[src/rtl/upsample_pkg.sv]
// upsample_pkg: shared types for the 2x upsampler block.
package upsample_pkg;

   typedef logic signed [7:0] pixel_t;

   typedef enum logic {
      EVEN = 1'b0,
      ODD  = 1'b1
   } state_t;

endpackage

[src/rtl/upsample_line_buffer.sv]
// upsample_line_buffer: one input row of pixels, written in EVEN rows and
// replayed in ODD rows. Contents are deliberately left without reset.
module upsample_line_buffer
   import upsample_pkg::*;
#(
   parameter int DEPTH = 14,
   parameter int AW    = 4
) (
   input  logic          clk,
   input  logic          we,
   input  logic [AW-1:0] waddr,
   input  pixel_t        wdata,
   input  logic [AW-1:0] raddr,
   output pixel_t        rdata
);

   pixel_t mem_q [DEPTH];

   // single synchronous write port
   always_ff @(posedge clk) begin
      if (we) mem_q[waddr] <= wdata;
   end

   assign rdata = mem_q[raddr];

endmodule

[src/rtl/upsample_engine.sv]
// upsample_engine: nearest-neighbour 2x upsampler on a raster pixel stream.
// Build option UPSAMPLE_ZERO_FILL_EN switches to max-unpool zero insertion
// (pixel,0 in even rows, all zeros in odd rows) and drops the line buffer.
//
// state | meaning
// EVEN  | accept one input per two outputs, emit each pixel twice, store row
// ODD   | no input accepted, replay stored row with each pixel twice
module upsample_engine
   import upsample_pkg::*;
#(
   parameter int IN_DIM    = 14,
   parameter int OUT_WIDTH = IN_DIM * 2
) (
   input  logic              clk,
   input  logic              rst,
   input  logic              valid_in,
   output logic              ready_in,
   input  logic signed [7:0] pixel_in,
   output logic              valid_out,
   input  logic              ready_out,
   output logic signed [7:0] pixel_out,
   output logic              all_done
);

   localparam int COL_W = (IN_DIM > 1) ? $clog2(IN_DIM) : 1;
   localparam int OC_W  = $clog2(OUT_WIDTH * OUT_WIDTH) + 1;
   localparam logic [COL_W-1:0] COL_LAST = COL_W'(IN_DIM - 1);
   localparam logic [OC_W-1:0]  OC_LAST  = OC_W'(OUT_WIDTH * OUT_WIDTH - 1);

   state_t            state_q, state_d;
   logic [COL_W-1:0]  col_q, col_d;
   logic              phase_q, phase_d;
   logic [COL_W-1:0]  row_q, row_d;
   logic [OC_W-1:0]   out_count_q, out_count_d;
   logic              valid_out_q, valid_out_d;
   pixel_t            pixel_out_q, pixel_out_d;
   logic              all_done_q, all_done_d;
   logic              slot_free;

`ifndef UPSAMPLE_ZERO_FILL_EN
   logic              lb_we;
   pixel_t            lb_rdata;

   upsample_line_buffer #(
      .DEPTH (IN_DIM),
      .AW    (COL_W)
   ) u_line_buffer (
      .clk   (clk),
      .we    (lb_we),
      .waddr (col_q),
      .wdata (pixel_in),
      .raddr (col_q),
      .rdata (lb_rdata)
   );
`endif

   assign slot_free = !valid_out_q || ready_out;
   assign ready_in  = (state_q == EVEN) && !phase_q && slot_free;

   // next-state: row/column walk, output slot load and frame completion
   always_comb begin
      state_d     = state_q;
      col_d       = col_q;
      phase_d     = phase_q;
      row_d       = row_q;
      out_count_d = out_count_q;
      valid_out_d = valid_out_q;
      pixel_out_d = pixel_out_q;
      all_done_d  = 1'b0;
`ifndef UPSAMPLE_ZERO_FILL_EN
      lb_we       = 1'b0;
`endif

      if (valid_out_q && ready_out) begin
         if (out_count_q == OC_LAST) begin
            out_count_d = '0;
            all_done_d  = 1'b1;
         end else begin
            out_count_d = out_count_q + OC_W'(1);
         end
      end

      case (state_q)
         EVEN: begin
            if (!phase_q) begin
               if (valid_in && ready_in) begin
`ifndef UPSAMPLE_ZERO_FILL_EN
                  lb_we = 1'b1;
`endif
                  pixel_out_d = pixel_in;
                  valid_out_d = 1'b1;
                  phase_d     = 1'b1;
               end else if (slot_free) begin
                  valid_out_d = 1'b0;
               end
            end else if (slot_free) begin
               // second copy of the held pixel (or its zero partner)
`ifdef UPSAMPLE_ZERO_FILL_EN
               pixel_out_d = '0;
`endif
               valid_out_d = 1'b1;
               phase_d     = 1'b0;
               if (col_q == COL_LAST) begin
                  col_d   = '0;
                  state_d = ODD;
               end else begin
                  col_d = col_q + COL_W'(1);
               end
            end
         end
         ODD: begin
            if (slot_free) begin
`ifdef UPSAMPLE_ZERO_FILL_EN
               pixel_out_d = '0;
`else
               pixel_out_d = lb_rdata;
`endif
               valid_out_d = 1'b1;
               phase_d     = !phase_q;
               if (phase_q) begin
                  if (col_q == COL_LAST) begin
                     col_d   = '0;
                     state_d = EVEN;
                     row_d   = (row_q == COL_LAST) ? '0 : row_q + COL_W'(1);
                  end else begin
                     col_d = col_q + COL_W'(1);
                  end
               end
            end
         end
         default: state_d = EVEN;
      endcase
   end

   // state and output registers, synchronous reset
   always_ff @(posedge clk) begin
      if (rst) begin
         state_q     <= EVEN;
         col_q       <= '0;
         phase_q     <= 1'b0;
         row_q       <= '0;
         out_count_q <= '0;
         valid_out_q <= 1'b0;
         pixel_out_q <= '0;
         all_done_q  <= 1'b0;
      end else begin
         state_q     <= state_d;
         col_q       <= col_d;
         phase_q     <= phase_d;
         row_q       <= row_d;
         out_count_q <= out_count_d;
         valid_out_q <= valid_out_d;
         pixel_out_q <= pixel_out_d;
         all_done_q  <= all_done_d;
      end
   end

   assign valid_out = valid_out_q;
   assign pixel_out = pixel_out_q;
   assign all_done  = all_done_q;

endmodule

[config.mk]
export PLATFORM = sky130hd
export DESIGN_NAME = upsample_engine
export DESIGN_NICKNAME = d
export VERILOG_FILES = /design/src/rtl/upsample_pkg.sv /design/src/rtl/upsample_line_buffer.sv /design/src/rtl/upsample_engine.sv
export SDC_FILE = /design/constraint.sdc
export NUM_CORES = 1
export LEC_CHECK = 0
export ABC_AREA = 1
export CAP_MARGIN = 25
export CORE_AREA = 2 2 114 116
export DETAILED_ROUTE_END_ITERATION = 10
export DIE_AREA = 0 0 116 118
export DONT_BUFFER_PORTS = 1
export HOLD_SLACK_MARGIN = 0.03
export PLACE_DENSITY = 0.76
export SLEW_MARGIN = 20
export SYNTH_ARGS = -nofsm -noshare
export SYNTH_HDL_FRONTEND = slang
export SYNTH_HIERARCHICAL = 1
export SYNTH_SLANG_ARGS = --single-unit
[constraint.sdc]
create_clock -name clk -period 1.85 [get_ports clk]
set_clock_uncertainty 0.2 [all_clocks]
set_input_delay 0.185 -clock clk [delete_from_list [all_inputs] [get_ports clk]]
set_output_delay 0.185 -clock clk [all_outputs]
set_load 0.02 [all_outputs]
==> results.md, run 1 <==
* Status: complete, no violations
* Clock latency on the worst-skew pair at 0.42 ns
* Num ports at 23
* Worst Setup End Kind: flip-flop
* DR vias/cell at 5.29
* Ant. Diodes at 0
* Unrepaired setup endpoints after global routing: true
* Synthesized instance count at 640
* Crit Path Class: reg -> reg
* Relative slew slack at 53.0%
* Hold Path Depth at 4
* Cell count after placement at 812
* VDD IR-drop max at 0.000655 V
* Number of global-route vias before repair at 4472
* Switching share of total power at 22.7%
* Sequential area share after synthesis at 63.5%
* Area grow syn2layout at 17.8%
* Synthesized area per cell at 9.60 sq um
* Max-Cap Viols at 0
* Layout cell share with drive strength beyond 1 at 13.3%
* Final WL at 14700 um
* Final std cells w/o fill at 858
* DIE WIDTH at 116 um
* Most common cell after layout, fill and taps aside: nand2_1
* Peak fanout along the critical path at 18
* # port buffers at 0
* Pins Over Slew Limit at 0
* Mapped Nets at 653
* Clock-pin transition on the worst setup and hold timing paths at 0.06 ns
* Setup WS pre-CTS at 0.0786 ns
* Global-route wire length before repair at 22700 um
* Post-Syn Area at 6140 sq um
* Drt pass-1 iters at 5
* Hold-critical path endpoint: out_count_q[2]$_SDFFE_PP0N_
* CTS tree: built
* Commonest cells after routing, fill and taps aside: nand2_1 (209), edfxtp_1 (112), inv_1 (76), nand3_1 (64), nor2_1 (42)
* Flop2flop setup slack at 0.06 ns
* Min Tclk post-route at 1.79 ns
* Syn. warnings at 6
* Post-detail-place hpwl at 8830 um
* Die area at 13700 sq um
* Max Clock Freq at 560 MHz
* Worst-Margin Slew at 0.703 ns
* Starting density of the core at 49.5%
* Final hold slack at 0.203 ns
* WL/cell at 17.1 um
* Grt total ovfl at 0
* Arr. time, crit path at 1.89 ns
* Fin crit share at 96.5%
* Internal at 5840 uW
* Fin. Hold Viols at 0
* Number of remaining DRC errors at 0
* Sequential Area at 3910 sq um
* Clk root buf: clkbuf_16
* Vias at 4536
* Synth unique cells at 33
* Chip height at 118 um
* Max clock buf depth at 2
* # rows at 41
* Fill cell count at 1015
* CTS Buf Count at 17
* R2R Path Start: col_q[0]$_SDFFE_PP0P_
* Worst EP required at 1.96 ns
* Htree depth at 4
* Final GP Congestion at 0.889
* Clock share of power at 47.2%
* # clock sinks at 139
* Initial antenna violation count at 0
* Flop pwr share at 46.1%
* Power share of the combinational group at 6.6%
* Post-route ant nets at 0
* Worst R2R End: pixel_out[0]$_SDFFE_PP0P_
* Final setup fails at 0
* CORE AREA at 12400 sq um
* Synth Register Bits at 139
* Hold path start: ready_out
* Largest net degree at the start of global routing at 54
* DR iter-0 viols at 520
* PD cells at 1040 nW/um^2
* Critical Path Start Type: flip-flop
* Gr usage total at 22.2%
* Worst Reg-to-Reg Cells at 10
* P_leak at 0.00303 uW
* Layout Nets at 686
* Multi-input gate area at 1780 sq um
* Sw power at 1720 uW
* Worst setup margin at 0.0647 ns
* Worst hold path type: in -> reg
[cell families after synthesis]
kind of cell	Yosys count	synth area share (%)
compound gates	41	3.65
xor+xnor	3	0.428
fa+ha+maj	1	0.204
buf+inv	107	8.15
flops	139	63.5
mux	1	0.163
simple gates	348	23.9
[synth_stat cells]
| cell | n | share of area (%) |
|---|---|---|
| buf_2 | 7 | 0.57 |
| inv_1 | 77 | 4.7 |
| inv_4 | 1 | 0.10 |
| or2_2 | 1 | 0.10 |
| ha_1 | 1 | 0.20 |
| a21oi_1 | 20 | 1.6 |
| nand4_2 | 1 | 0.20 |
| o22ai_1 | 2 | 0.20 |
| mux2i_1 | 1 | 0.16 |
| inv_6 | 1 | 0.14 |
| o21ai_1 | 5 | 0.41 |
| edfxtp_1 | 112 | 55 |
| a211oi_1 | 1 | 0.12 |
| dfxtp_1 | 27 | 8.8 |
| inv_2 | 2 | 0.12 |
| nor3_1 | 4 | 0.33 |
| clkinv_1 | 1 | 0.061 |
| a22oi_2 | 1 | 0.20 |
| clkbuf_1 | 3 | 0.18 |
| nor2_1 | 47 | 2.9 |
| nor3_2 | 1 | 0.16 |
| buf_4 | 8 | 0.98 |
| xor2_1 | 3 | 0.43 |
| o21ai_0 | 11 | 0.90 |
| nand2_4 | 1 | 0.18 |
| nor2_2 | 2 | 0.20 |
| nand3_1 | 66 | 5.4 |
| buf_6 | 7 | 1.3 |
| o21bai_2 | 1 | 0.18 |
| nand2_2 | 7 | 0.71 |
| nand4_1 | 4 | 0.41 |
| nor2_4 | 2 | 0.37 |
| nand2_1 | 212 | 13 |
[metrics by stage]
| stage | setup TNS [ns] | instance area, sq um | power, uW | utilization [%] |
|---|---|---|---|---|
| after floorplan | -0.538 | 6140 | 3860 | - |
| final | 0 | 7240 | 7560 | 58.3 |
| after detailed placement | 0 | 6400 | 3950 | 51.6 |
| after global routing | -0.00122 | 7240 | 7780 | 58.3 |
| after CTS | 0 | 7140 | 7540 | 57.5 |
| after global placement | 0 | 6400 | 3930 | 51.6 |
[power by group through the flow]
stage	sequential [uW]	combinational (uW)	clock [uW]
3_3_place_gp	3550	387	0
5_1_grt	3490	555	3730
2_1_floorplan	3540	319	0
4_1_cts	3480	471	3580
6_report	3490	501	3570
3_5_place_dp	3550	398	0
[critical path: stages, from the launching register on]
cell	delay, ns
dfxtp_4	0.45
buf_12	0.18
nand2_1	0.07
nand3_1	0.12
nand3_1	0.12
nand3_2	0.11
nand2_1	0.09
nand2_1	0.08
nand2_1	0.06
nor2_1	0.13
nor2_1	0.07
[cell type report]
| cell class | count | share of cell area (%) |
|---|---|---|
| flip-flops and latches | 139 | 54.0 |
| multi-input cells | 394 | 24.6 |
| clock buffers | 18 | 5.93 |
| repair buffers | 38 | 5.25 |
| inverters | 82 | 4.49 |
| well taps | 172 | 2.97 |
| clock inverters | 14 | 2.66 |
| repair inverters | 1 | 0.121 |
[flip-flops by register name (all words and copies together), names as in the netlist]
register / count
state_q: 1
u_line_buffer/mem_q: 112
phase_q: 1
all_done: 1
out_count_q: 11
col_q: 4
pixel_out: 8
valid_out: 1
[routing by layer]
layer | routed length [um] | share of wire [%] | global-route usage [%]
met1 | 5840 | 40 | 28.6
met3 | 1230 | 8.4 | 5.61
met5 | 0 | 0 | 0
met4 | 485 | 3.3 | 8.85
met2 | 7150 | 49 | 35.8
[what timing repair did]
action	4_1_cts	5_1_grt
hold buffers	12	0
buffers inserted	0	0
gates cloned	0	2
endpoints found under the setup margin	1	85
hold endpoints to repair	134	0
gates resized for setup	1	20
[worst max-delay path by stage]
stage / start / to / slack, ns / cells after the start
finish: col_q[0]$_SDFFE_PP0P_ / pixel_out[0]$_SDFFE_PP0P_ / 0.06 / 10
floorplan: valid_out$_SDFFE_PP0P_ / u_line_buffer/mem_q[8][0]$_DFFE_PP_ / -0.02 / 5
global placement: col_q[0]$_SDFFE_PP0P_ / pixel_out[0]$_SDFFE_PP0P_ / 0.11 / 10
global route: col_q[0]$_SDFFE_PP0P_ / pixel_out[0]$_SDFFE_PP0P_ / -0.001 / 10
detailed placement: col_q[0]$_SDFFE_PP0P_ / pixel_out[0]$_SDFFE_PP0P_ / 0.08 / 10
CTS: col_q[0]$_SDFFE_PP0P_ / pixel_out[0]$_SDFFE_PP0P_ / 0.02 / 10
No activity file was read; power rests on OpenSTA's default activity.
==> run 2: changes to the inputs <==
- PLACE_DENSITY: 0.76 -> 0.67
==> results.md, run 2 (synthesized netlist as in run 1, its figures left out) <==
* Die area at 13700 sq um
* Number of remaining DRC errors at 0
* Chip height at 118 um
* Layout Nets at 700
* Number of global-route vias before repair at 4521
* Pins Over Slew Limit at 0
* Clock-pin transition on the worst setup and hold timing paths at 0.06 ns
* Hold path start: valid_in
* Fin crit share at 95.8%
* Worst R2R End: u_line_buffer/mem_q[5][2]$_DFFE_PP_
* Worst hold path type: in -> reg
* Met3 track demand over resource at 7.26%
* Final setup fails at 0
* Min Tclk post-route at 1.77 ns
* Post-detail-place hpwl at 8900 um
* Max clock buf depth at 2
* Clock latency on the worst-skew pair at 0.42 ns
* Max-Cap Viols at 0
* Most common cell after layout, fill and taps aside: nand2_1
* Clock share of power at 45.1%
* Grt total ovfl at 0
* Final std cells w/o fill at 872
* Final GP Congestion at 0.801
* Total negative slack at 0 ns
* Cell count after placement at 825
* Clk root buf: clkbuf_16
* Power share of the combinational group at 7.1%
* Max FFs per register at 112
* # port buffers at 0
* Area grow syn2layout at 18.4%
* Internal at 5670 uW
* GRT busiest layer: met2
* Post-route ant nets at 0
* CTS Buf Count at 17
* Unrepaired setup endpoints after global routing: true
* Worst-Margin Slew at 0.624 ns
* Arr. time, crit path at 1.69 ns
* WL/cell at 16.5 um
* Max Clock Freq at 564 MHz
* Worst Setup End Kind: flip-flop
* Hold-critical path endpoint: pixel_out[1]$_SDFFE_PP0P_
* Gr usage total at 22.1%
* Met2 Use GR at 35.1%
* Ant. Diodes at 0
* CORE AREA at 12400 sq um
* Htree depth at 4
* DIE WIDTH at 116 um
* DR iter-0 viols at 446
* Sw power at 1610 uW
* VDD IR-drop max at 0.000751 V
* # clock sinks at 139
* Largest net degree at the start of global routing at 45
* Util after Layout at 58.6%
* Status: complete, no violations
* Fin. Hold Viols at 0
* CTS tree: built
* Commonest cells after routing, fill and taps aside: nand2_1 (212), edfxtp_1 (112), inv_1 (77), nand3_1 (64), nor2_1 (42)
* Worst Reg-to-Reg Cells at 6
* P_leak at 0.00304 uW
* Met1 Use GR at 28.3%
* Initial antenna violation count at 0
* PD cells at 1000 nW/um^2
* Critical Path Start Type: input pin
* # rows at 41
* DR vias/cell at 5.23
* Peak fanout along the critical path at 6
* Crit Path Class: in -> reg
* Starting density of the core at 49.5%
* Num ports at 23
* Relative slew slack at 58.3%
* Global-route wire length before repair at 22700 um
* Worst EP required at 1.77 ns
* Vias at 4562
* Flop pwr share at 47.8%
* Layout cell share with drive strength beyond 1 at 14.3%
* Final WL at 14400 um
* Switching share of total power at 22.1%
* Flop2flop setup slack at 0.08 ns
* Reg with most FFs: u_line_buffer/mem_q
* Drt pass-1 iters at 5
* Hold Path Depth at 5
* R2R Path Start: col_q[2]$_SDFFE_PP0P_
run 2: worst max path at each step:
stage | startpoint | to | cells after the start
2_1_floorplan | valid_out$_SDFFE_PP0P_ | u_line_buffer/mem_q[8][0]$_DFFE_PP_ | 5
3_3_place_gp | col_q[2]$_SDFFE_PP0P_ | u_line_buffer/mem_q[4][2]$_DFFE_PP_ | 6
3_5_place_dp | col_q[2]$_SDFFE_PP0P_ | u_line_buffer/mem_q[4][2]$_DFFE_PP_ | 6
4_1_cts | col_q[0]$_SDFFE_PP0P_ | pixel_out[6]$_SDFFE_PP0P_ | 10
5_1_grt | ready_out | u_line_buffer/mem_q[5][6]$_DFFE_PP_ | 9
6_report | ready_out | u_line_buffer/mem_q[5][2]$_DFFE_PP_ | 9
run 2: layer usage:
layer / routed length, um / vias up
li1: - / 2176
met2: 6940 / 162
met1: 6080 / 2196
met5: 0 / -
met3: 1010 / 28
met4: 334 / 0
run 2: what timing repair did:
item / 4_1_cts / 5_1_grt
hold endpoints to repair: 136 / 0
resized for setup: 0 / 24
hold buffers: 11 / 0
endpoints found under the setup margin: 0 / 64
buffers inserted: 0 / 2
run 2: layout make-up:
type | count | area (sq um)
clock buffer | 24 | 482
clock inverter | 8 | 92.6
fill | 1062 | 5140
inverter | 82 | 325
multi-input combinational | 394 | 1760
sequential | 139 | 3910
tap | 172 | 215
timing repair buffer | 51 | 462
timing repair inverter | 2 | 25.0
run 2: power by group through the flow:
stage	Clock (uW)	Sequential (uW)	Combinational [uW]
finish	3280	3480	514
global route	3460	3490	571
CTS	3330	3480	475
detailed placement	0	3540	409
global placement	0	3540	401
floorplan	0	3540	319
run 2: critical path, stage by stage:
cell           delay, ns
dlygate4sd3_1       0.58
inv_1               0.06
nand2_2             0.07
nand4_2             0.09
inv_1               0.09
buf_4               0.13
nand2_1             0.12
nor2_1              0.16
buf_4               0.21
run 2: through the flow:
step / instance area, sq um / hold WS, ns / worst slack, ns / total power, uW
floorplan: 6140 / 0.0839 / -0.0168 / 3860
global placement: 6470 / 0.0553 / 0.0616 / 3940
detailed placement: 6470 / 0.0631 / 0.0376 / 3950
CTS: 7160 / 0.0614 / 0.0173 / 7280
global route: 7270 / 0.108 / -0.0281 / 7520
finish: 7270 / 0.0746 / 0.0774 / 7280
==> run 3: changes to the inputs <==
- GPL_TIMING_DRIVEN: not set -> 0
==> results.md, run 3 (synthesized netlist as in run 1, its figures left out) <==
* Status: complete, no violations
* DIE WIDTH at 116 um
* Worst EP required at 1.97 ns
* Worst Setup End Kind: flip-flop
* Final GP Congestion at 0.944
* Post-detail-place hpwl at 9180 um
* Starting density of the core at 49.5%
* Gr usage total at 21.9%
* Max clock buf depth at 2
* Area grow syn2layout at 20.2%
* Max-Cap Viols at 0
* CP Buf/Inv Count at 3
* Crit path cell chain: buf_6, inv_6, buf_4, nand3_1, nand3_1, nand3_1, nand2_1, nand2_1, nand2_1, nor2_1, nor2_1
* VDD IR-drop max at 0.000659 V
* Critical Path Start Type: flip-flop
* Initial antenna violation count at 1
* Pins Over Slew Limit at 0
* # port buffers at 0
* Clk root buf: clkbuf_16
* # clock sinks at 139
* Ant. Diodes at 0
* # rows at 41
* Crit Path Class: reg -> reg
* Fin crit share at 97.6%
* Largest net degree at the start of global routing at 17
* Min Tclk post-route at 1.81 ns
* CP top delay family: simple AND/OR/NAND/NOR gates
* Grt total ovfl at 0
* DR vias/cell at 5.17
* Max Clock Freq at 554 MHz
* Total power at 6990 uW
* Hold path start: out_count_q[2]$_SDFFE_PP0N_
* Chip height at 118 um
* Critical-path top delay cell: dfxtp_4
* Hold Path Depth at 2
* Worst hold path type: reg -> reg
* Clock-pin transition on the worst setup and hold timing paths at 0.05 ns
* PD cells at 947 nW/um^2
* Setup WS pre-CTS at -0.444 ns
* Multi-input gate area at 1960 sq um
* Worst-Margin Slew at 0.734 ns
* Vias at 4481
* Most common cell after layout, fill and taps aside: nand2_1
* Arr. time, crit path at 1.92 ns
* Max incr delay on CP at 0.38 ns
* Clock latency on the worst-skew pair at 0.42 ns
* Htree depth at 4
* Final hold slack at 0.275 ns
* Util after Layout at 59.5%
* Flop2flop setup slack at 0.04 ns
* Number of remaining DRC errors at 0
* Peak fanout along the critical path at 10
* Global-route wire length before repair at 22200 um
* Max FFs per register at 112
* CTS Buf Count at 17
* Post-route ant nets at 0
* Fill cell count at 1045
* Final setup fails at 0
* Worst R2R End: pixel_out[1]$_SDFFE_PP0P_
* Hold-critical path endpoint: out_count_q[2]$_SDFFE_PP0N_
* Relative slew slack at 50.9%
* Layout Nets at 696
* Layout cell share with drive strength beyond 1 at 17.4%
* P_leak at 0.00304 uW
* R2R Path Start: col_q[1]$_SDFFE_PP0P_
* Unrepaired setup endpoints after global routing: true
* Drt pass-1 iters at 7
* WL/cell at 16.4 um
* CORE AREA at 12400 sq um
* Final WL at 14200 um
* Commonest cells after routing, fill and taps aside: nand2_1 (206), edfxtp_1 (112), inv_1 (75), nand3_1 (54), nor2_1 (32)
* Die area at 13700 sq um
* Worst setup margin at 0.0444 ns
* DR iter-0 viols at 460
* Reg with most FFs: u_line_buffer/mem_q
* Number of global-route vias before repair at 4295
* Sequential Area at 3920 sq um
* Fin. Hold Viols at 0
* Num ports at 23
* CTS tree: built
* Worst Reg-to-Reg Cells at 11
==> run 3: cell count changes in the layout (fill, tap and decap cells not counted), moves of 4 or more <==
cell     delta
buf_4      -16
nor2_4     +14
nand3_1    -10
nor2_1     -10
nand3_2     +9
buf_2       +6
nand2_1     -6
nor2_2      -4
==> run 3: repair_timing <==
item	4_1_cts	5_1_grt
hold endpoints to repair	134	0
setup endpoints to repair	120	121
setup buffers	7	5
cloned	0	1
hold buffers	12	0
pin swaps	9	12
resized for setup	45	34
==> run 3: per-stage QoR <==
stage	TNS, ns	std cells	instance area [sq um]
after global placement	-33.10	812	6360
after CTS	0	861	7210
after detailed placement	-37.83	812	6360
after global routing	-0.658	867	7380
final	0	867	7380
after floorplan	-0.538	640	6140
==> run 3: worst max path at each step <==
| stage | from | endpoint | slack (ns) | cells past startpoint |
|---|---|---|---|---|
| 2_1_floorplan | valid_out$_SDFFE_PP0P_ | u_line_buffer/mem_q[8][0]$_DFFE_PP_ | -0.02 | 5 |
| 3_3_place_gp | valid_out$_SDFFE_PP0P_ | u_line_buffer/mem_q[8][2]$_DFFE_PP_ | -0.36 | 5 |
| 3_5_place_dp | valid_out$_SDFFE_PP0P_ | u_line_buffer/mem_q[11][7]$_DFFE_PP_ | -0.44 | 5 |
| 4_1_cts | rst | valid_out$_SDFFE_PP0P_ | 0.03 | 7 |
| 5_1_grt | col_q[1]$_SDFFE_PP0P_ | pixel_out[5]$_SDFFE_PP0P_ | -0.03 | 13 |
| 6_report | col_q[1]$_SDFFE_PP0P_ | pixel_out[1]$_SDFFE_PP0P_ | 0.04 | 11 |
==> run 3: worst min-delay path, cell delays in order (launching register included) <==
cell      delay, ns
dfxtp_1        0.32
inv_1          0.05
a211oi_1       0.06
==> run 3: power by group <==
part / switching, uW / leakage, uW / total (uW) / internal [uW]
Sequential: 56.4 / 0.00123 / 3480 / 3430
Clock: 1160 / 0.000247 / 2920 / 1760
Combinational: 402 / 0.00156 / 590 / 188
==> run 3: area by class of cell <==
type	count	area share, %
plain buffers	24	2.66
clock buffers	26	6.49
clock inverters	5	0.305
inverters	82	4.37
multi-input cells	394	26.5
flip-flops and latches	139	53.1
well taps	172	2.91
repair buffers	25	3.66
==> run 3: routing by layer <==
metal	up-vias	track usage (%)	share of wire, %
met3	33	5.56	8.0
met4	2	10.6	3.1
met5	-	0	0.091
met2	172	33.6	47
li1	2174	-	-
met1	2100	29.1	42
